[config.mk]
export PLATFORM = sky130hd
export DESIGN_NAME = inst_fetch_if
export DESIGN_NICKNAME = d
export VERILOG_FILES = /design/src/rtl/inst_fetch_if.sv
export SDC_FILE = /design/constraint.sdc
export NUM_CORES = 1
export LEC_CHECK = 0
export BUFFER_PORTS_ARGS = -buffer_cell sky130_fd_sc_hd__buf_2
export CAP_MARGIN = 20
export CELL_PAD_IN_SITES_DETAIL_PLACEMENT = 1
export CELL_PAD_IN_SITES_GLOBAL_PLACEMENT = 2
export CORE_MARGIN = 5
export CORE_UTILIZATION = 30
export DETAILED_ROUTE_END_ITERATION = 16
export PLACE_DENSITY = 0.81
export SYNTH_ARGS = -nofsm -noshare
export SYNTH_HDL_FRONTEND = slang
export SYNTH_SLANG_ARGS = --single-unit
[constraint.sdc]
create_clock -name clk -period 2.5 [get_ports clk]
set_clock_uncertainty 0.2 [all_clocks]
set_input_delay 0.75 -clock clk [delete_from_list [all_inputs] [get_ports clk]]
set_output_delay 0.75 -clock clk [all_outputs]
set_load 0.005 [all_outputs]
[src/rtl/inst_fetch_if.sv]
// ============================================================================
// Module      : inst_fetch_if
// Description : Instruction fetch interface. Issues one bus read per fetch,
//               buffers the returned word and hands it to the ID stage under
//               control of the CTRL stall vector and exception flush.
//               Optional macro FETCH_ADDR_ERR_EN: misaligned fetch addresses
//               skip the bus and are passed to ID as an address error.
// Revision    : 1.0 - initial release
// ============================================================================
`default_nettype none

module inst_fetch_if (
  input  logic        clk,
  input  logic        rst,
  input  logic [31:0] pc,
  input  logic        ce,
  input  logic [5:0]  stall,
  input  logic        flush,
  output logic        inst_req,
  output logic [31:0] inst_addr,
  input  logic        inst_addr_ok,
  input  logic        inst_data_ok,
  input  logic [31:0] inst_rdata,
  output logic        stallreq_if,
  output logic [31:0] id_pc,
  output logic [31:0] id_inst,
  output logic        id_valid,
  output logic        id_adel
);

  typedef enum logic [1:0] {
    S_IDLE = 2'd0,
    S_ADDR = 2'd1,
    S_DATA = 2'd2,
    S_FULL = 2'd3
  } state_t;

  state_t      state;
  logic        discard;
  logic [31:0] buf_inst;
  logic        drop_now;
  logic        unused_stall_bits;

  // Only the IF/ID and ID hold bits of the stall vector matter here.
  assign unused_stall_bits = ^{stall[5:3], stall[0]};

  // A flush arriving in the same cycle as the data must also drop it.
  assign drop_now = discard | flush;

  // Stall the pipeline whenever a fetch is wanted but no word is ready.
  always_comb stallreq_if = ce && (state != S_FULL);

  // Fetch FSM: request address, wait for data, hold it until ID takes it.
  always_ff @(posedge clk or negedge rst) begin
    if (!rst) begin
      state     <= S_IDLE;
      discard   <= 1'b0;
      inst_req  <= 1'b0;
      inst_addr <= 32'h0;
      buf_inst  <= 32'h0;
    end else begin
      case (state)
        S_IDLE: begin
          if (ce && !flush) begin
            inst_addr <= pc;
`ifdef FETCH_ADDR_ERR_EN
            if (pc[1:0] != 2'b00) begin
              // Misaligned: no bus cycle, deliver an empty word flagged as AdEL.
              buf_inst <= 32'h0;
              state    <= S_FULL;
            end else begin
              inst_req <= 1'b1;
              state    <= S_ADDR;
            end
`else
            inst_req <= 1'b1;
            state    <= S_ADDR;
`endif
          end
        end
        S_ADDR: begin
          if (inst_addr_ok) begin
            inst_req <= 1'b0;
            if (inst_data_ok) begin
              discard <= 1'b0;
              if (drop_now) begin
                state <= S_IDLE;
              end else begin
                buf_inst <= inst_rdata;
                state    <= S_FULL;
              end
            end else begin
              discard <= drop_now;
              state   <= S_DATA;
            end
          end else if (flush) begin
            discard <= 1'b1;
          end
        end
        S_DATA: begin
          if (inst_data_ok) begin
            discard <= 1'b0;
            if (drop_now) begin
              state <= S_IDLE;
            end else begin
              buf_inst <= inst_rdata;
              state    <= S_FULL;
            end
          end else if (flush) begin
            discard <= 1'b1;
          end
        end
        S_FULL: begin
          // Either ID consumes the word or a flush throws it away.
          if (flush || !stall[1]) begin
            state <= S_IDLE;
          end
        end
        default: state <= S_IDLE;
      endcase
    end
  end

  // IF/ID payload register: flush clears, stall holds or bubbles, else load.
  always_ff @(posedge clk or negedge rst) begin
    if (!rst) begin
      id_pc    <= 32'h0;
      id_inst  <= 32'h0;
      id_valid <= 1'b0;
    end else if (flush) begin
      id_pc    <= 32'h0;
      id_inst  <= 32'h0;
      id_valid <= 1'b0;
    end else if (stall[1]) begin
      if (!stall[2]) begin
        id_inst  <= 32'h0;
        id_valid <= 1'b0;
      end
    end else if (state == S_FULL) begin
      id_pc    <= inst_addr;
      id_inst  <= buf_inst;
      id_valid <= 1'b1;
    end else begin
      id_inst  <= 32'h0;
      id_valid <= 1'b0;
    end
  end

`ifdef FETCH_ADDR_ERR_EN
  logic buf_adel;

  // Remember whether the word being fetched came from a misaligned address.
  always_ff @(posedge clk or negedge rst) begin
    if (!rst) begin
      buf_adel <= 1'b0;
    end else if ((state == S_IDLE) && ce && !flush) begin
      buf_adel <= (pc[1:0] != 2'b00);
    end
  end

  // Address-error flag follows the same flush/stall rules as the payload.
  always_ff @(posedge clk or negedge rst) begin
    if (!rst) begin
      id_adel <= 1'b0;
    end else if (flush) begin
      id_adel <= 1'b0;
    end else if (stall[1]) begin
      if (!stall[2]) begin
        id_adel <= 1'b0;
      end
    end else if (state == S_FULL) begin
      id_adel <= buf_adel;
    end else begin
      id_adel <= 1'b0;
    end
  end
`else
  assign id_adel = 1'b0;
`endif

endmodule

`default_nettype wire

## Word level (Yosys, flattened, before mapping)

Index checks and enable logic that the tools add are counted.

- Reductions and logical operators: 14
- Bitwise logic cells: 1
- Equal/unequal tests: 10
- Muxes and demuxes: 30

Operators with widths:

| cell | count |
|---|---|
| 2-to-1 mux 32 bit | 10 |
| one-hot mux 32 bit (2 select lines) | 1 |
| 2-to-1 mux 2 bit | 6 |
| 2-to-1 mux 1 bit | 10 |
| != test 2 bit, second input constant | 5 |
| one-hot mux 2 bit (4 select lines) | 1 |
| AND reduction 2 bit | 3 |
| nonzero test 2 bit | 3 |
| == test 2 bit, second input constant | 2 |
| one-hot mux 1 bit (2 select lines) | 2 |
| AND reduction 4 bit | 1 |
| != test 3 x 2 -> 1 bit, second input constant | 1 |
| AND reduction 3 bit | 1 |
| == test 2 x 1 -> 1 bit, second input constant | 1 |
| logical AND 1 bit | 2 |
| logical NOT 1 bit | 2 |
| logical NOT 2 bit | 1 |
| != test 2 x 1 -> 1 bit, second input constant | 1 |
| logical OR 1 bit | 1 |
| OR 1 bit | 1 |

- Logic and storage cells: 63
- Output and inout bits: 100
- Input port bits: 76
- Register bits after elaboration: 133

## Logic depth before layout (Yosys ltp)

Gate-level depths: netlist (run 1).

- Depth in word-level cells: 5
- Gate-level depth with buffers: 6
- Mapped depth without buffers: 6

## Worst setup path before layout (run 1)

No wires, ideal clock.

- Kind: in2reg
- Start: input inst_addr_ok
- End: register state[1]
- Arrival: 1575 ps
- Stages: 4
- Path buffers: 0
- Setup time: 128 ps
- Slack: 597 ps
- Cells stage by stage: nand2b_1 -> o21ai_1 -> a221oi_2 -> mux2_1

- Word-level cells in the longest chain between the ends: 2

Ends and longest elaborated chain:

| what | RTL line | source |
|---|---|---|
| from (decl) | 21 | `input logic inst_addr_ok,` |
| != test 2 bit (no line) | -- |  |
| AND reduction 4 bit (no line) | -- |  |
| to (signal assigned) | 56 | `state <= S_IDLE;` |
| to (signal assigned) | 77 | `state <= S_ADDR;` |
| to (signal assigned) | 87 | `state <= S_IDLE;` |
| to (decl) | 38 | `state_t state;` |

No other way between the ends.
A chain may end at the register's enable or synchronous reset.

## Worst setup path in the final report (run 1)

- Start: register state[0]
- End: output stallreq_if

- Word-level cells in the longest chain between the ends: 2

Ends and longest elaborated chain:

| what | RTL line | source |
|---|---|---|
| != test 2 bit | 51 | `always_comb stallreq_if = ce && (state != S_FULL);` |
| logical AND 1 bit | 51 |  |
| to (decl) | 24 | `output logic stallreq_if,` |

No other way between the ends.

==> results.sh, run 1 <==
export IMPL_hpwlAfterDp_um=9210
export IMPL_grt_max_degree=134
export IMPL_mostFrequentLayoutCell="buf_2"
export IMPL_post_cts_buffers=0
export IMPL_maxSlewViolCount=0
export IMPL_drt_iter0_drc=92
export IMPL_syn_nets=408
export IMPL_worstSetupStartpoint="state[0]"
export IMPL_regToRegSetupSlack_ns=0.33
export IMPL_regToRegStartpoint="state[0]"
export IMPL_io_buffers=170
export IMPL_status="finished, final reports clean"
export IMPL_setup_viol_count_final=0
export IMPL_layout_common_cells="169 x buf_2, 133 x dfrtp_1, 64 x a22o_1"
export IMPL_syn_inst=324
export IMPL_regArea_sq_um=3330
export IMPL_muxShareOfSynthArea=0.159
export IMPL_drc=0
export IMPL_layout_nets=584
export IMPL_cts_repair_resized=0
export IMPL_min_path_type="in -> async"
export IMPL_cp_slowest_stage_delay_ns=0.45
export IMPL_ios=176
export IMPL_cp_max_fo=5
export IMPL_grt_pass1_wl_um=22100
export IMPL_fin_util=0.406
export IMPL_viasPerCell=4.67
export IMPL_die_width_um=141
export IMPL_grt_ovfl_total=0
export IMPL_dieArea_sq_um=19800
export IMPL_yosys_area_share_adder=0.0195
export IMPL_wl_per_cell_um=18.5
export IMPL_clockBufferDepth=2
export IMPL_post_route_period_util=0.925
export IMPL_synth_top_family_by_area="multiplexers"
export IMPL_worst_setup_path_type="reg -> out"
export IMPL_yosysUniqueCellTypes=30
export IMPL_crit_family="flip-flops"
export IMPL_switching_power_mw=2.11
export IMPL_cts_root_buffer="clkbuf_16"
export IMPL_reg2reg_depth=5
export IMPL_layout_drive_gt1_share=0.505
export IMPL_h_tree_depth=4
export IMPL_peakVddDrop_v=0.000441
export IMPL_multi_input_area_sq_um=1660
export IMPL_clkTransAtPathRegs_ns=0.06
export IMPL_syn_to_final_growth_pct=32.3
export IMPL_yosys_warnings=0
export IMPL_grt_pass1_vias=4078
export IMPL_power_frac_seq=0.440
export IMPL_crit_buf_inv=1
export IMPL_clkPwrFrac=0.319
export IMPL_hold_slack_ns=0.242
export IMPL_gp_congestion=0.786
export IMPL_p_sw_frac=0.291
export IMPL_drt_total_wl_um=13500
export IMPL_cp_data_required_time_ns=1.55
export IMPL_worstPathArrival_ns=1.36
export IMPL_fin_crit_ns=2.31
export IMPL_power_density_nw_per_um2=1070
export IMPL_synth_compound_area_frac=0.124
export IMPL_rsz0062_at_grt="no"
export IMPL_cts_hold_buffers=0
export IMPL_synth_seq_area_share=0.649
export IMPL_clock_sinks=133
export IMPL_p_leak_nw=3.56
export IMPL_dieHeight_um=141
export IMPL_finalHoldViolCount=0
export IMPL_ant_nets=0
export IMPL_yosys_area_share_simple=0.0176
export IMPL_antenna_found_initial=0
export IMPL_n_antenna_cell=0
export IMPL_rows=47
export IMPL_startpoint_type="register"
export IMPL_syn_area_per_cell_sq_um=15.8
export IMPL_core_area_sq_um=16700
export IMPL_cts_tree="done"
export IMPL_fmax_mhz=432
export IMPL_synthXorXnorAreaFrac=0
export IMPL_syn_area_sq_um=5130
export IMPL_initial_core_util=0.307
export IMPL_dr_total_vias=3424
export IMPL_clkLatencyLatePin_ns=0.41
export IMPL_slew_headroom=0.528
export IMPL_tightestPinTransition_ns=0.709
export IMPL_ys_ff_latch=133
export IMPL_r2r_end="buf_inst[25]"
export IMPL_critPathSlowestCell="dfrtp_1"
export IMPL_cp_end_kind="output port"
export IMPL_tns_ns=0
export IMPL_intPower_mw=5.13
export IMPL_drv_cap=0
export IMPL_p_comb_frac=0.241
export IMPL_final_fill_count=1812
export IMPL_dr_pass1_iters=4
export IMPL_gr_usage_all_layers=0.140
export IMPL_path_cells="ha_1 -> nor2b_1 -> buf_2"
export IMPL_numCtsBuffers=17
==> routing by layer <==
layer	wire [um]	track usage	vias up	share of wire
li1	-	-	1539	-
met1	5510	0.166	1771	0.41
met2	7070	0.241	91	0.52
met3	671	0.0393	23	0.050
met4	276	0.0556	0	0.020
met5	0	0	-	0
==> worst reg2reg max path, delay by kind of cell (launching register included) <==
kind / cells / cell delay (ns)
and+or+nand+nor: 1 / 0.26
muxes: 1 / 0.31
buffers and inverters: 2 / 0.42
adders and majority gates: 1 / 0.41
DFF: 1 / 0.46
==> power groups by stage <==
stage	registers (mW)	logic (mW)	clock network [mW]
floorplan	3.16	1.04	0
global placement	3.16	1.70	0
detailed placement	3.22	1.78	0
CTS	3.19	1.80	2.38
global route	3.27	1.92	2.48
finish	3.18	1.75	2.31
==> cells by family (layout without fill, tap and decap cells) <==
logic type	after synthesis	after routing
AOI/OAI and AO/OA	76	76
adders and majority gates	8	8
buffers and inverters	26	215
DFF	133	133
muxes	66	66
other	1	1
and+or+nand+nor	14	14
==> layout make-up <==
type,instances,area share
inverters,5,0.00277
clock buffers,20,0.0644
repair buffers,178,0.142
multi-input cells,165,0.244
clock inverters,12,0.0157
well taps,220,0.0406
flip-flops and latches,133,0.491
==> flip-flops by register name (all words and copies together), names as in the netlist <==
register / count
inst_addr: 32
discard: 1
state: 2
id_valid: 1
id_pc: 32
buf_inst: 32
id_inst: 32
inst_req: 1
==> cell usage after synthesis <==
library cell / count / share of area
dfrtp_1: 133 / 0.65
a22o_1: 64 / 0.11
mux2_2: 26 / 0.057
mux2_4: 20 / 0.059
mux2_1: 19 / 0.042
buf_2: 13 / 0.013
ha_1: 8 / 0.020
a21oi_1: 5 / 0.0049
inv_1: 5 / 0.0037
buf_4: 4 / 0.0059
buf_6: 3 / 0.0066
nand2_1: 3 / 0.0022
nor2_1: 2 / 0.0015
nor2b_1: 2 / 0.0024
o21ai_0: 2 / 0.0020
a21o_1: 1 / 0.0015
a221oi_2: 1 / 0.0029
a31oi_1: 1 / 0.0012
and2_1: 1 / 0.0012
clkbuf_1: 1 / 0.00073
conb_1: 1 / 0.00073
mux2i_1: 1 / 0.0020
nand2b_1: 1 / 0.0012
nand3_1: 1 / 0.00098
nand4_4: 1 / 0.0041
nor2_2: 1 / 0.0012
nor3b_1: 1 / 0.0015
o21ai_1: 1 / 0.00098
o31ai_1: 1 / 0.0015
or2_2: 1 / 0.0012
==> metrics by stage <==
stage,cell area (sq um),std cells,setup WS (ns),power (mW)
CTS,6790,733,0.145,7.37
finish,6790,733,0.187,7.23
detailed placement,6240,701,0.218,5.01
floorplan,5130,324,0.597,4.20
global route,6790,733,0.0929,7.67
global placement,6240,701,0.237,4.86
==> worst max-delay path by stage <==
stage / to / slack [ns] / cells past startpoint
2_1_floorplan: state[1] / 0.60 / 4
3_3_place_gp: buf_inst[30] / 0.24 / 5
3_5_place_dp: buf_inst[10] / 0.22 / 5
4_1_cts: stallreq_if / 0.14 / 3
5_1_grt: stallreq_if / 0.09 / 3
6_report: stallreq_if / 0.19 / 3
Note: power is estimated with default switching activity, not from simulation.
==> run 2: changes to the inputs <==
BUFFER_PORTS_ARGS = not set   (was -buffer_cell sky130_fd_sc_hd__buf_2)
DONT_BUFFER_PORTS = 1   (was not set)
PLACE_DENSITY = 0.68   (was 0.81)
==> run 2 against run 1 <==
Against the previous run: the flow now finishes with violations (negative hold slack); power shrank 0.83%; setup slack better by 0.041 ns; hold slack got worse by 0.40 ns; die area did not move; cell count decreased by 23%; global-route usage is 0.99 points lower; non-clock buffer count is 172 lower; sequential power rose by 4%; routed wire length decreased by 7.0%; via count shrank 17%.
==> results.sh, run 2 (synthesized netlist as in run 1, its figures left out) <==
export IMPL_power_frac_seq=0.461
export IMPL_p_comb_frac=0.168
export IMPL_worstPathArrival_ns=1.32
export IMPL_drt_iter0_drc=169
export IMPL_layout_nets=412
export IMPL_peakVddDrop_v=0.000454
export IMPL_grt_pass1_wl_um=20100
export IMPL_maxSlewViolCount=0
export IMPL_n_antenna_cell=0
export IMPL_worst_setup_path_type="reg -> out"
export IMPL_grt_max_degree=134
export IMPL_cts_root_buffer="clkbuf_16"
export IMPL_dr_pass1_iters=5
export IMPL_hold_slack_ns=-0.162
export IMPL_clkLatencyLatePin_ns=0.41
export IMPL_dieArea_sq_um=19800
export IMPL_numCtsBuffers=17
export IMPL_ios=176
export IMPL_post_cts_buffers=0
export IMPL_intPower_mw=5.22
export IMPL_clockBufferDepth=2
export IMPL_crit_buf_inv=0
export IMPL_drt_total_wl_um=12600
export IMPL_cts_repair_resized=0
export IMPL_rows=47
export IMPL_fmax_mhz=440
export IMPL_clkTransAtPathRegs_ns=0.06
export IMPL_clkPwrFrac=0.371
export IMPL_p_leak_nw=2.81
export IMPL_drc=0
export IMPL_setup_viol_count_final=0
export IMPL_drv_cap=0
export IMPL_cts_tree="done"
export IMPL_syn_to_final_growth_pct=16.8
export IMPL_gr_usage_all_layers=0.130
export IMPL_grt_pass1_vias=3231
export IMPL_r2r_end="state[1]"
export IMPL_dieHeight_um=141
export IMPL_layout_common_cells="133 x dfrtp_1, 64 x a22o_1, 26 x mux2_2"
export IMPL_regToRegStartpoint="state[1]"
export IMPL_status="finished, violations left"
export IMPL_gp_congestion=0.766
export IMPL_viasPerCell=5.07
export IMPL_mostFrequentLayoutCell="dfrtp_1"
export IMPL_cp_slowest_stage_delay_ns=0.45
export IMPL_power_density_nw_per_um2=1200
export IMPL_clock_sinks=133
export IMPL_min_path_type="in -> async"
export IMPL_antenna_found_initial=0
export IMPL_path_cells="ha_1 -> nor2b_1"
export IMPL_wl_per_cell_um=22.4
export IMPL_tns_ns=0
export IMPL_core_area_sq_um=16700
export IMPL_switching_power_mw=1.95
export IMPL_initial_core_util=0.307
export IMPL_fin_crit_ns=2.27
export IMPL_violations="negative hold slack"
export IMPL_h_tree_depth=4
export IMPL_cp_data_required_time_ns=1.55
export IMPL_critPathSlowestCell="dfrtp_1"
export IMPL_regToRegSetupSlack_ns=0.38
export IMPL_p_sw_frac=0.272
export IMPL_finalHoldViolCount=133
export IMPL_post_route_period_util=0.909
export IMPL_crit_family="flip-flops"
export IMPL_rsz0062_at_grt="no"
export IMPL_fin_util=0.359
export IMPL_reg2reg_depth=6
export IMPL_dr_total_vias=2845
export IMPL_grt_ovfl_total=0
export IMPL_io_buffers=0
export IMPL_layout_drive_gt1_share=0.261
export IMPL_ant_nets=0
export IMPL_startpoint_type="register"
export IMPL_hpwlAfterDp_um=8550
export IMPL_die_width_um=141
export IMPL_cp_max_fo=6
export IMPL_worstSetupPathDepth=2
export IMPL_cp_end_kind="output port"
[run 2: cell count changes in the layout (fill, tap and decap cells not counted), moves of 2 or more]
cell,before,now
clkbuf_8,0,2
clkbuf_1,3,1
bufinv_16,1,4
buf_2,169,0
buf_12,4,2
[run 2: worst max-delay path by stage]
stage,from,end
3_5_place_dp,state[1],state[1]
2_1_floorplan,inst_addr_ok,state[1]
6_report,state[1],stallreq_if
5_1_grt,state[1],stallreq_if
3_3_place_gp,state[1],state[1]
4_1_cts,state[1],stallreq_if
[run 2: per-layer routing]
layer | track usage | vias up | routed length, um
met5 | 0 | - | 0
met4 | 0.0576 | 0 | 317
met3 | 0.0427 | 23 | 750
met2 | 0.212 | 97 | 6350
met1 | 0.158 | 1522 | 5160
li1 | - | 1203 | -
[run 2: power groups by stage]
stage               Combinational [mW]  Clock, mW  Sequential (mW)
CTS                               1.23       2.74             3.33
finish                            1.21       2.66             3.31
global placement                  1.16          0             3.32
detailed placement                1.22          0             3.36
global route                      1.33       2.84             3.39
floorplan                         1.04          0             3.16
[run 2: cell type report]
cell class | count | area (sq um)
clock buffer | 20 | 457
clock inverter | 12 | 175
fill | 1734 | 10700
inverter | 5 | 18.8
multi-input combinational | 165 | 1660
sequential | 133 | 3330
tap | 220 | 275
timing repair buffer | 6 | 70.1
[run 2: through the flow]
stage               area (sq um)  worst slack, ns  power (mW)  instances
finish                      5990            0.229        7.17        561
global route                5990            0.120        7.57        561
CTS                         5990            0.183        7.29        561
detailed placement          5360            0.357        4.59        529
global placement            5360            0.487        4.48        529
floorplan                   5130            0.597        4.20        324
==> run 3: changes to the inputs <==
CTS_CLUSTER_SIZE = 30   (was not set)
PLACE_DENSITY = not set   (was 0.68)
PLACE_DENSITY_LB_ADDON = 0.1   (was not set)
==> run 3 against run 2 <==
Against the previous run: the run still ends with negative hold slack left; sequential share of layout area decreased by 0.17 points; sequential power about the same; global-route usage increased by 0.067 points; cell area increased by 0.31%; combinational power about the same; first-iteration DRC count decreased by 51%; non-clock buffer count increased by 2; setup slack got worse by 0.051 ns; power decreased by 0.75%; die area unchanged; via count decreased by 1.6%; routed wire length increased by 1.9%; critical path type unchanged; largest cell class unchanged.
==> results.sh, run 3 (synthesized netlist as in run 1, its figures left out) <==
export IMPL_gp_congestion=0.717
export IMPL_cp_end_kind="output port"
export IMPL_drt_total_wl_um=12800
export IMPL_fin_util=0.360
export IMPL_path_cells="buf_4 -> ha_1 -> nor2b_1"
export IMPL_layout_drive_gt1_share=0.257
export IMPL_clockBufferDepth=2
export IMPL_post_route_period_util=0.929
export IMPL_final_fill_count=1715
export IMPL_viasPerCell=4.97
export IMPL_critPathSlowestCell="dfrtp_1"
export IMPL_fmax_mhz=431
export IMPL_regToRegSetupSlack_ns=0.32
export IMPL_min_path_type="in -> async"
export IMPL_ios=176
export IMPL_layout_nets=414
export IMPL_finalHoldViolCount=133
export IMPL_rsz0062_at_grt="no"
export IMPL_tns_ns=0
export IMPL_cp_max_fo=5
export IMPL_drc=0
export IMPL_clock_sinks=133
export IMPL_mostFrequentLayoutCell="dfrtp_1"
export IMPL_startpoint_type="register"
export IMPL_hold_slack_ns=-0.167
export IMPL_post_cts_buffers=0
export IMPL_dieArea_sq_um=19800
export IMPL_grt_pass1_wl_um=19500
export IMPL_power_density_nw_per_um2=1190
export IMPL_antenna_found_initial=1
export IMPL_violations="negative hold slack"
export IMPL_p_leak_nw=2.82
export IMPL_ant_nets=0
export IMPL_cts_repair_resized=0
export IMPL_initial_core_util=0.307
export IMPL_core_area_sq_um=16700
export IMPL_setup_viol_count_final=0
export IMPL_worst_setup_path_type="reg -> out"
export IMPL_numCtsBuffers=17
export IMPL_dr_pass1_iters=4
export IMPL_hpwlAfterDp_um=8470
export IMPL_die_width_um=141
export IMPL_r2r_end="buf_inst[6]"
export IMPL_h_tree_depth=4
export IMPL_gr_usage_all_layers=0.131
export IMPL_grt_ovfl_total=0
export IMPL_status="finished, violations left"
export IMPL_cts_tree="done"
export IMPL_clkTransAtPathRegs_ns=0.06
export IMPL_dpl_worst_slack_ns=0.261
export IMPL_fin_crit_ns=2.32
export IMPL_syn_to_final_growth_pct=17.2
export IMPL_drt_iter0_drc=82
export IMPL_reg2reg_depth=5
export IMPL_clkLatencyLatePin_ns=0.41
export IMPL_n_antenna_cell=0
export IMPL_cp_data_required_time_ns=1.55
export IMPL_cts_root_buffer="clkbuf_16"
export IMPL_worstPathArrival_ns=1.37
export IMPL_grt_max_degree=134
export IMPL_peakVddDrop_v=0.000516
export IMPL_io_buffers=0
export IMPL_layout_common_cells="133 x dfrtp_1, 64 x a22o_1, 26 x mux2_2"
export IMPL_fin_ws_ns=0.178
export IMPL_drv_cap=0
export IMPL_maxSlewViolCount=0
export IMPL_cp_slowest_stage_delay_ns=0.38
export IMPL_dr_total_vias=2799
export IMPL_dieHeight_um=141
export IMPL_grt_pass1_vias=3121
export IMPL_wl_per_cell_um=22.8
export IMPL_rows=47
export IMPL_power_total_mw=7.12
export IMPL_regToRegStartpoint="state[0]"
==> run 3: layout make-up <==
cell class | instances | area (sq um) | share of cell area
clock buffer | 26 | 509 | 0.0848
timing repair buffer | 8 | 97.6 | 0.0162
tap | 220 | 275 | 0.0458
clock inverter | 6 | 114 | 0.0190
multi-input combinational | 165 | 1660 | 0.277
sequential | 133 | 3330 | 0.554
inverter | 5 | 18.8 | 0.00312
==> run 3: worst max-delay path by stage <==
stage | startpoint | end | slack, ns | cells after the start
3_5_place_dp | flush | buf_inst[3] | 0.26 | 4
3_3_place_gp | flush | buf_inst[3] | 0.28 | 4
6_report | state[1] | stallreq_if | 0.18 | 3
2_1_floorplan | inst_addr_ok | state[1] | 0.60 | 4
4_1_cts | state[1] | stallreq_if | 0.13 | 3
5_1_grt | state[1] | stallreq_if | 0.1 | 3
==> run 3: report_power, final <==
part	switching [mW]	total, mW	internal [mW]
Combinational	0.488	1.23	0.738
Sequential	0.510	3.28	2.77
Clock	0.901	2.61	1.71
Total	1.90	7.12	5.22
==> run 3: stage by stage <==
stage | area (sq um) | cells
floorplan | 5130 | 324
global placement | 5380 | 531
detailed placement | 5380 | 531
CTS | 6010 | 563
global route | 6010 | 563
finish | 6010 | 563
==> run 3: metal layers <==
layer | up-vias | global-route usage | wire length, um
li1 | 1199 | - | -
met1 | 1494 | 0.158 | 5380
met2 | 89 | 0.209 | 6430
met3 | 15 | 0.0545 | 850
met4 | 2 | 0.0490 | 157
met5 | - | 0 | 7
==> run 3: worst max-delay path, delay by kind of cell, from the launching register on <==
family,cells,cell delay (ns)
buffers and inverters,1,0.16
adder cells (fa/ha/maj),1,0.25
AND/OR/NAND/NOR,1,0.18
flip-flops,1,0.38
